==> src/rtl/dot_pkg.sv <==
// rtl/dot_pkg.sv - shared widths and loader state encoding for the dot-product engine
package dot_pkg;

  localparam int DOT_DW    = 16;
  localparam int DOT_DEPTH = 16;
  localparam int DOT_NW    = 5;

  typedef enum logic [2:0] {
    S_IDLE   = 3'd0,
    S_FILL   = 3'd1,
    S_LAUNCH = 3'd2,
    S_STREAM = 3'd3,
    S_DRAIN  = 3'd4
  } loader_state_e;

endpackage

==> src/rtl/dot_operand_loader_if.sv <==
// rtl/dot_operand_loader_if.sv - host and engine signals of the operand loader
interface dot_operand_loader_if
  import dot_pkg::*;
#(
  parameter int DW = DOT_DW,
  parameter int NW = DOT_NW
);

  logic          cmd_valid;
  logic          cmd_ready;
  logic [NW-1:0] cmd_len;
  logic          in_valid;
  logic          in_ready;
  logic [DW-1:0] in_a;
  logic [DW-1:0] in_b;
  logic          go;
  logic [NW-1:0] n_out;
  logic [DW-1:0] a_out;
  logic [DW-1:0] b_out;
  logic          ld_a;
  logic          eoc;
  logic          busy;
  logic          err_len;

  // master drives commands, operands and the engine strobes
  modport master (
    output cmd_valid, cmd_len, in_valid, in_a, in_b, ld_a, eoc,
    input  cmd_ready, in_ready, go, n_out, a_out, b_out, busy, err_len
  );

  modport slave (
    input  cmd_valid, cmd_len, in_valid, in_a, in_b, ld_a, eoc,
    output cmd_ready, in_ready, go, n_out, a_out, b_out, busy, err_len
  );

endinterface

==> src/rtl/dot_operand_buf.sv <==
// rtl/dot_operand_buf.sv - operand pair register file, sync write, async read, no reset
module dot_operand_buf #(
  parameter int W  = 32,
  parameter int AW = 4
) (
  input  logic          i_clk,
  input  logic          i_we,
  input  logic [AW-1:0] i_waddr,
  input  logic [W-1:0]  i_wdata,
  input  logic [AW-1:0] i_raddr,
  output logic [W-1:0]  o_rdata
);

  logic [W-1:0] r_mem [2**AW];

  always_ff @(posedge i_clk) begin
    if (i_we) r_mem[i_waddr] <= i_wdata;
  end

  assign o_rdata = r_mem[i_raddr];

endmodule

==> src/rtl/dot_operand_loader.sv <==
// rtl/dot_operand_loader.sv - buffers a whole operand vector, then streams it to the MAC engine
module dot_operand_loader
  import dot_pkg::*;
#(
  parameter int DW    = DOT_DW,
  parameter int DEPTH = DOT_DEPTH,
  parameter int NW    = DOT_NW
) (
  input  logic               i_clk,
  input  logic               i_rst_n,
  dot_operand_loader_if.slave bus
);

  localparam int AW = $clog2(DEPTH);

  loader_state_e r_state;
  loader_state_e w_next;

  logic [NW-1:0]   r_n;
  logic [NW-1:0]   r_cnt;
  logic [AW-1:0]   r_wr_ptr;
  logic [AW-1:0]   r_rd_ptr;
  logic            r_go;
  logic            r_err_len;
  logic            w_len_bad;
  logic            w_cmd_fire;
  logic            w_wr_en;
  logic            w_rd_ok;
  logic            w_rd_en;
  logic [2*DW-1:0] w_rdata;

  assign w_len_bad  = (bus.cmd_len == '0) || (bus.cmd_len > NW'(DEPTH));
  assign w_cmd_fire = (r_state == S_IDLE) && bus.cmd_valid;
  assign w_wr_en    = (r_state == S_FILL) && bus.in_valid && (r_cnt != r_n);
  // r_cnt counts writes during FILL and is reused as the read count once LAUNCH clears it
  assign w_rd_ok    = (r_state == S_STREAM) && (r_cnt != r_n);
  assign w_rd_en    = w_rd_ok && bus.ld_a;

  always_comb begin
    w_next = r_state;
    case (r_state)
      S_IDLE:   if (w_cmd_fire && !w_len_bad) w_next = S_FILL;
      S_FILL:   if (r_cnt == r_n) w_next = S_LAUNCH;
      S_LAUNCH: w_next = S_STREAM;
      S_STREAM: if (bus.eoc) w_next = S_DRAIN;
      S_DRAIN:  w_next = S_IDLE;
      default:  w_next = S_IDLE;
    endcase
  end

  always_ff @(posedge i_clk or negedge i_rst_n) begin
    if (!i_rst_n) begin
      r_state   <= S_IDLE;
      r_n       <= '0;
      r_cnt     <= '0;
      r_wr_ptr  <= '0;
      r_rd_ptr  <= '0;
      r_go      <= 1'b0;
      r_err_len <= 1'b0;
    end else begin
      r_state   <= w_next;
      r_go      <= (w_next == S_LAUNCH);
      r_err_len <= w_cmd_fire && w_len_bad;
      if (w_cmd_fire && !w_len_bad) begin
        r_n      <= bus.cmd_len;
        r_cnt    <= '0;
        r_wr_ptr <= '0;
        r_rd_ptr <= '0;
      end
      if (w_wr_en) begin
        r_wr_ptr <= r_wr_ptr + AW'(1);
        r_cnt    <= r_cnt + NW'(1);
      end
      if (r_state == S_LAUNCH) r_cnt <= '0;
      if (w_rd_en) begin
        r_rd_ptr <= r_rd_ptr + AW'(1);
        r_cnt    <= r_cnt + NW'(1);
      end
    end
  end

  dot_operand_buf #(
    .W  (2*DW),
    .AW (AW)
  ) u_buf (
    .i_clk   (i_clk),
    .i_we    (w_wr_en),
    .i_waddr (r_wr_ptr),
    .i_wdata ({bus.in_a, bus.in_b}),
    .i_raddr (r_rd_ptr),
    .o_rdata (w_rdata)
  );

  assign bus.cmd_ready = (r_state == S_IDLE);
  assign bus.in_ready  = (r_state == S_FILL) && (r_cnt != r_n);
  assign bus.busy      = (r_state != S_IDLE);
  assign bus.go        = r_go;
  assign bus.err_len   = r_err_len;
  assign bus.n_out     = r_n;
  // past the end of the vector the engine sees zeros so surplus loads add nothing
  assign bus.a_out     = w_rd_ok ? w_rdata[2*DW-1:DW] : '0;
  assign bus.b_out     = w_rd_ok ? w_rdata[DW-1:0]    : '0;

endmodule
==> src/flat_wrapper.sv <==
// flat-port wrapper written by rule: the top's interface ports become plain ports
module dot_operand_loader_flat import dot_pkg::*;
#(
  parameter int DW    = DOT_DW,
  parameter int DEPTH = DOT_DEPTH,
  parameter int NW    = DOT_NW
)
  (i_clk, i_rst_n, bus_cmd_valid, bus_cmd_len, bus_in_valid, bus_in_a, bus_in_b, bus_ld_a, bus_eoc, bus_cmd_ready, bus_in_ready, bus_go, bus_n_out, bus_a_out, bus_b_out, bus_busy, bus_err_len);
  dot_operand_loader_if #(.DW(DW), .NW(NW)) bus_i ();
  input  logic i_clk;
  input  logic i_rst_n;
  input wire logic [$bits(bus_i.cmd_valid)-1:0] bus_cmd_valid;
  input wire logic [$bits(bus_i.cmd_len)-1:0] bus_cmd_len;
  input wire logic [$bits(bus_i.in_valid)-1:0] bus_in_valid;
  input wire logic [$bits(bus_i.in_a)-1:0] bus_in_a;
  input wire logic [$bits(bus_i.in_b)-1:0] bus_in_b;
  input wire logic [$bits(bus_i.ld_a)-1:0] bus_ld_a;
  input wire logic [$bits(bus_i.eoc)-1:0] bus_eoc;
  output wire logic [$bits(bus_i.cmd_ready)-1:0] bus_cmd_ready;
  output wire logic [$bits(bus_i.in_ready)-1:0] bus_in_ready;
  output wire logic [$bits(bus_i.go)-1:0] bus_go;
  output wire logic [$bits(bus_i.n_out)-1:0] bus_n_out;
  output wire logic [$bits(bus_i.a_out)-1:0] bus_a_out;
  output wire logic [$bits(bus_i.b_out)-1:0] bus_b_out;
  output wire logic [$bits(bus_i.busy)-1:0] bus_busy;
  output wire logic [$bits(bus_i.err_len)-1:0] bus_err_len;
  assign bus_i.cmd_valid = bus_cmd_valid;
  assign bus_i.cmd_len = bus_cmd_len;
  assign bus_i.in_valid = bus_in_valid;
  assign bus_i.in_a = bus_in_a;
  assign bus_i.in_b = bus_in_b;
  assign bus_i.ld_a = bus_ld_a;
  assign bus_i.eoc = bus_eoc;
  assign bus_cmd_ready = bus_i.cmd_ready;
  assign bus_in_ready = bus_i.in_ready;
  assign bus_go = bus_i.go;
  assign bus_n_out = bus_i.n_out;
  assign bus_a_out = bus_i.a_out;
  assign bus_b_out = bus_i.b_out;
  assign bus_busy = bus_i.busy;
  assign bus_err_len = bus_i.err_len;
  dot_operand_loader #(.DW(DW), .DEPTH(DEPTH), .NW(NW)) u_core (.i_clk(i_clk), .i_rst_n(i_rst_n), .bus(bus_i));
endmodule
==> config.mk <==
export PLATFORM = sky130hd
export DESIGN_NAME = dot_operand_loader_flat
export DESIGN_NICKNAME = d
export VERILOG_FILES = /design/src/rtl/dot_pkg.sv /design/src/rtl/dot_operand_loader_if.sv /design/src/rtl/dot_operand_buf.sv /design/src/rtl/dot_operand_loader.sv /design/src/flat_wrapper.sv
export SDC_FILE = /design/constraint.sdc
export NUM_CORES = 1
export LEC_CHECK = 0
export ABC_AREA = 1
export BUFFER_PORTS_ARGS = -buffer_cell sky130_fd_sc_hd__buf_2
export CAP_MARGIN = 40
export CORE_ASPECT_RATIO = 2
export CORE_MARGIN = 2
export CORE_UTILIZATION = 41
export CTS_CLUSTER_DIAMETER = 150
export CTS_CLUSTER_SIZE = 20
export DETAILED_ROUTE_END_ITERATION = 6
export SLEW_MARGIN = 20
export SYNTH_ARGS = -nofsm -noshare
export SYNTH_HDL_FRONTEND = slang
export SYNTH_SLANG_ARGS = --single-unit
==> constraint.sdc <==
create_clock -name i_clk -period 5.4 [get_ports i_clk]
set_input_delay 0.81 -clock i_clk [delete_from_list [all_inputs] [get_ports i_clk]]
set_output_delay 0.81 -clock i_clk [all_outputs]
set_load 0.01 [all_outputs]
After elaboration in Yosys (flattened, before gate mapping)
Memories as Yosys holds them, arrays and structs flattened.
Cells that the tools add are included.
Storage, ports and cells
  memories kept: 1
  memory bits (writable): 512
  register bits: 23
  logic and storage cells: 49
  bits of input ports: 43
Operators by class
  $add $sub $neg: 3
  muxes and demuxes: 15
  equal/unequal tests: 6
  reductions and logical operators: 16
  $lt $le $gt $ge: 1
Memories
  u_core.u_buf.r_mem: depth 16, bits a word 32, read ports 1, clocked after Yosys merged registers in 0, wr ports 1, line dot_operand_buf.sv:14  | logic [W-1:0] r_mem [2**AW];
Operators by type and width (count)
  2-to-1 mux 16 bit: 2
  2-to-1 mux 5 bit: 4
  2-to-1 mux 4 bit: 3
  case mux 3 bit (4 select lines): 1
  == test 3 x 2 -> 1 bit (second input constant): 3
  2-to-1 mux 3 bit: 3
  adder 4 x 1 -> 4 bit (second input constant): 2
  logical AND 1 bit: 8
  adder 5 x 1 -> 5 bit (second input constant): 1
  == test 5 bit: 1
  > comparator 5 bit (second input constant): 1
  logical NOT 5 bit: 1
  != test 5 bit: 1
  nonzero test 2 bit: 2
  nonzero test 4 bit: 1
  == test 3 x 1 -> 1 bit (second input constant): 1
  logical NOT 3 bit: 1
  nonzero test 3 bit: 1
  2-to-1 mux 1 bit: 2
  logical NOT 1 bit: 1
  logical OR 1 bit: 1

Logic depth before layout (Yosys ltp)
  depth after elaboration: 8
  mapped depth: 10
  gate-level depth less buffers: 10

Cells and area by module
A second synthesis with hierarchy kept.
Second synthesis, totals
  cells, all modules: 2299
  area total of the unflattened synthesis: 23578.9 um2
By module, submodules not included
  dot_operand_buf: area an instance 22089.9 um2, seq. area each 15374.7 um2, instances 1, cells an instance 2088
  dot_operand_loader: area an instance 1488.9 um2, seq. area each 575.6 um2, instances 1, cells an instance 211

Worst setup path before layout
OpenSTA, ideal clock, no wires.
  kind: input port to flip-flop
  start point: in bus_in_valid
  end point: mem u_core.u_buf.r_mem[11][0], enable pin
  data arrival time: 2.702 ns
  data required time: 4.979 ns
  setup time: 0.421 ns
  stages: 6
  slack: 2.277 ns
  path through: inv_1 nor2_2 nand2_2 inv_2 nand2_1 nor2_1
Between the ends
  longest elaborated chain between the ends: 4
RTL lines
  from (decl): line flat_wrapper.sv:14  | input wire logic [$bits(bus_i.in_valid)-1:0] bus_in_valid;
  logical AND 1 bit (2 in series): line dot_operand_loader.sv:34  | assign w_wr_en = (r_state == S_FILL) && bus.in_valid && (r_cnt != r_n);
  2-to-1 mux 1 bit: line dot_operand_buf.sv:17  | if (i_we) r_mem[i_waddr] <= i_wdata;
  2-to-1 mux 1 bit (not written as such): line dot_operand_buf.sv:17
  to (decl): line dot_operand_buf.sv:14
Every way passes these cells.

Worst setup path after layout
  start point: reg u_core.r_rd_ptr[0]
  end point: out bus_a_out[2]
Between the ends
  longest elaborated chain between the ends: 2
RTL lines
  from (decl): line dot_operand_loader.sv:22  | logic [AW-1:0] r_rd_ptr;
  from (signal assigned): line dot_operand_loader.sv:76  | r_rd_ptr <= r_rd_ptr + AW'(1);
  memory read (16 x 32 bit)
  2-to-1 mux 16 bit: line dot_operand_loader.sv:101  | assign bus.a_out = w_rd_ok ? w_rdata[2*DW-1:DW] : '0;
  to (decl): line flat_wrapper.sv:23  | output wire logic [$bits(bus_i.a_out)-1:0] bus_a_out;
Every way passes these cells.

==> out/metrics.csv <==
metric,value,unit
global-route wire length before repair,86300,um
hold-fix buffer count after cts,0,
I/O pin count,85,
HPWL Detailed,34000,um
drt wl/cell,23.1,um
arrival time worst endpoint,3.55,ns
slew at the pin closest to its max-slew limit,0.781,ns
share of cells above drive strength 1,10.9,%
syn_area_per_cell,12.3,um2
clock buffers created by TritonCTS,30,
average vias per placed instance,5.62,
Fillers,4754,
Crit Path Max Fanout,55,
leading post-synthesis cells by cell area,"sky130_fd_sc_hd__edfxtp_1 (71%), sky130_fd_sc_hd__nand2_1 (9.1%), sky130_fd_sc_hd__nand3_1 (6.9%)",
Post-synth EDFFs,512,
fraction of the mapped netlist area in compound gates,5.00,%
TritonCTS clock tree,yes,
Leak Pwr,0.00848,uW
"slowest stage delay, CP",0.86,ns
cell area after layout,23900,um2
Adder-Cell Fraction of Synth Area,0.346,%
TritonRoute pass-1 iters,5,
placement-stage worst setup slack,1.62,ns
via count of the first global-routing pass,13900,
final net count,1869,
GRT Overall Usage,20.8,%
Total Power,10400,uW
routability-driven placement congestion ratio,0.762,
Post-synth ARST share,4.30,%
maxcap violations,0,
synthesized instance count,1769,
top flip-flop cell by instance count after synthesis,sky130_fd_sc_hd__edfxtp_1,
required time at the endpoint of the critical path,4.59,ns
setup repair after global routing missed its margin,no,
pins over their slew limit,0,
total via count in the routed design,14100,
Worst Path Buf+Inv,3,
"Min Clock Period, post-route",4.36,ns
highest clock frequency the design can meet,229,MHz
proportion of synthesized chip area in sequential cells,73.6,%
horizontal die dimension,167,um
maximum level of the CTS H-tree,1,
area growth from synthesis to layout,10.2,%
count of unresolved DRC violations after routing,0,
count of final setup violators,0,
dominant cell type by count on the critical path,sky130_fd_sc_hd__nand3_1,
number of DRC markers in iteration 0,1254,
GRT overflow,0,
Placement Cell Area,23000,um2
TritonCTS Sinks,535,
sort of element at the end of the critical path,output port,
slowest cell on the critical path,sky130_fd_sc_hd__dfrtp_4,
floorplan die area,54900,um2
"area fraction in and, or, nand and nor cells after synthesis",17.5,%
CTS Buffer Depth,3,
power density relative to cell area,436,nW/um2
die height,329,um
largest net degree at the start of global routing,105,
most used standard cells in the synthesized netlist,"sky130_fd_sc_hd__nand2_1 (523), sky130_fd_sc_hd__edfxtp_1 (512), sky130_fd_sc_hd__nand3_1 (299), sky130_fd_sc_hd__a21oi_1 (101), sky130_fd_sc_hd__buf_2 (50)",
maximum VDD drop,0.268,mV
Tightest Hold Check Type,primary input to async pin,
Port-buffer cells,84,
initial antenna violation count,6,
YS warnings,0,
fin crit share,80.7,%
count of instances resized after the clock tree is built,0,
number of placement rows,119,
clock skew,0.00933,ns
crit path launch type,flip-flop,
run status,"finished, final reports clean",
cell type contributing the most total cell area after synthesis,sky130_fd_sc_hd__edfxtp_1,
effective utilization at floorplan,41.4,%
total negative slack for setup checks,0,ns
post-CTS setup-driven buffer insertion count,0,
combinational family with the most area after synthesis,simple AND/OR/NAND/NOR gates,
area of the core,52400,um2
Netlist Area Pre-Place,21700,um2
most common cell in the synthesized netlist,sky130_fd_sc_hd__nand2_1,
Routed Wire Length,57700,um
"FF+latch count, synth",535,
xor and xnor area share after synthesis,0.283,%
Rel. slew slack,47.9,%
Worst path top cell family by delay,buffers and inverters,
Final Hold Fails,0,
post-synthesis mux area share,0,%
number of unique standard cell types used by synthesis,36,
final worst-path setup slack,1.04,ns
clock latency reported for the late side of the worst-skew pair,0.60,ns
type of the setup path with the least slack,flip-flop to output port,
cells traversed along the worst timing path,"buf_4, buf_4, nand2_1, nand3_1, nand3_1, nand3_1, nand3_1, a31oi_1, buf_2",
Root Buffer Master,sky130_fd_sc_hd__clkbuf_16,
area share of the largest cell type after synthesis,70.9,%
Antenna Nets Post-Route,0,
synthesized netlist net count,1818,
clock transition at the registers of the reported paths,0.09,ns
state kept, by name, summed over array words and instances (netlist names):
register / flops
u_core.bus.err_len: 1
u_core.bus.go: 1
u_core.bus.n_out: 5
u_core.r_cnt: 5
u_core.r_rd_ptr: 4
u_core.r_state: 3
u_core.r_wr_ptr: 4
u_core.u_buf.r_mem: 512
through the flow:
step	std cells	util, %	hold WS, ns
6_report	2501	45.6	0.207
2_1_floorplan	1769	-	0.509
5_1_grt	2499	45.6	0.229
4_1_cts	2496	45.5	0.202
3_3_place_gp	2440	43.4	0.520
3_5_place_dp	2452	43.9	0.543
worst reg2reg max path: cells and delay by family, from the launching register on:
kind / cells / cell delay (ns)
simple gates: 7 / 1.73
buf+inv: 4 / 0.79
flops: 1 / 0.44
power breakdown:
group,total [uW],switching (uW),internal [uW]
sequential,5050,251,4800
clock,2310,1260,1050
combinational,3060,2130,932
layer usage:
layer	vias to the layer above	global-route usage, %	routed length, um	part of all wire [%]
met5	-	0	13	0.023
li1	6391	-	-	-
met2	455	39.5	31300	54
met4	2	8.04	2230	3.9
met3	105	1.86	2750	4.8
met1	7109	24.0	21400	37
cell usage in the layout (no fill, tap or decap), types with 2 or more instances in the layout:
cell / Yosys / routed
sky130_fd_sc_hd__nand2_2: 2 / 2
sky130_fd_sc_hd__buf_4: 25 / 31
sky130_fd_sc_hd__inv_1: 28 / 27
sky130_fd_sc_hd__a211oi_1: 12 / 12
sky130_fd_sc_hd__o21ai_1: 3 / 3
sky130_fd_sc_hd__diode_2: 0 / 4
sky130_fd_sc_hd__dfrtp_4: 0 / 3
sky130_fd_sc_hd__inv_2: 4 / 4
sky130_fd_sc_hd__nand3_1: 299 / 299
sky130_fd_sc_hd__o21ai_0: 29 / 29
sky130_fd_sc_hd__a22oi_1: 25 / 25
sky130_fd_sc_hd__nand2_4: 2 / 2
sky130_fd_sc_hd__nor2_4: 1 / 17
sky130_fd_sc_hd__a21oi_1: 101 / 101
sky130_fd_sc_hd__clkbuf_16: 0 / 31
sky130_fd_sc_hd__dfrtp_1: 23 / 20
sky130_fd_sc_hd__o22ai_2: 2 / 2
sky130_fd_sc_hd__xor2_1: 5 / 5
sky130_fd_sc_hd__buf_12: 0 / 5
sky130_fd_sc_hd__xnor2_1: 2 / 2
sky130_fd_sc_hd__o21ai_2: 2 / 2
sky130_fd_sc_hd__ha_1: 6 / 6
sky130_fd_sc_hd__a31oi_1: 11 / 11
sky130_fd_sc_hd__nand2_1: 523 / 523
sky130_fd_sc_hd__buf_2: 50 / 84
sky130_fd_sc_hd__edfxtp_1: 512 / 512
sky130_fd_sc_hd__nor2_1: 49 / 33
sky130_fd_sc_hd__clkbuf_1: 20 / 12
sky130_fd_sc_hd__buf_16: 0 / 9
sky130_fd_sc_hd__nand4_1: 9 / 9
area by class of cell:
class	count	area, um2	area share, %
multi-input combinational	1090	5130	21.5
tap	665	832	3.48
sequential	535	16000	66.8
clock buffer	43	821	3.43
antenna	4	10.0	0.0419
clock inverter	1	7.51	0.0314
timing repair buffer	129	1000	4.19
inverter	34	135	0.565
kinds of logic (layout without fill, tap and decap cells):
logic type	Yosys count	count (layout)
and+or+nand+nor	889	889
xor gates and xnor gates	7	7
other	0	4
AOI/OAI and AO/OA	188	188
buffers and inverters	144	207
adders and majority gates	6	6
DFF	535	535
path summary, 6_finish.rpt:
| path | startpoint | endpoint | slack (ns) | cells past startpoint |
|---|---|---|---|---|
| setup / recovery | u_core.r_rd_ptr[0] | bus_a_out[2] | 1.04 | 9 |
| setup reg to reg | u_core.r_cnt[0] | u_core.u_buf.r_mem[7][6] | 2.09 | 11 |
| hold reg to reg | u_core.bus.n_out[4] | u_core.bus.n_out[4] | 0.56 | 2 |
| max in group asynchronous | i_rst_n | u_core.r_rd_ptr[1] | 4.74 | 1 |
| min in group i_clk | bus_cmd_len[2] | u_core.bus.n_out[2] | 0.44 | 3 |
| hold / removal | i_rst_n | u_core.bus.err_len | 0.21 | 1 |
No activity file was read; power rests on OpenSTA's default activity.
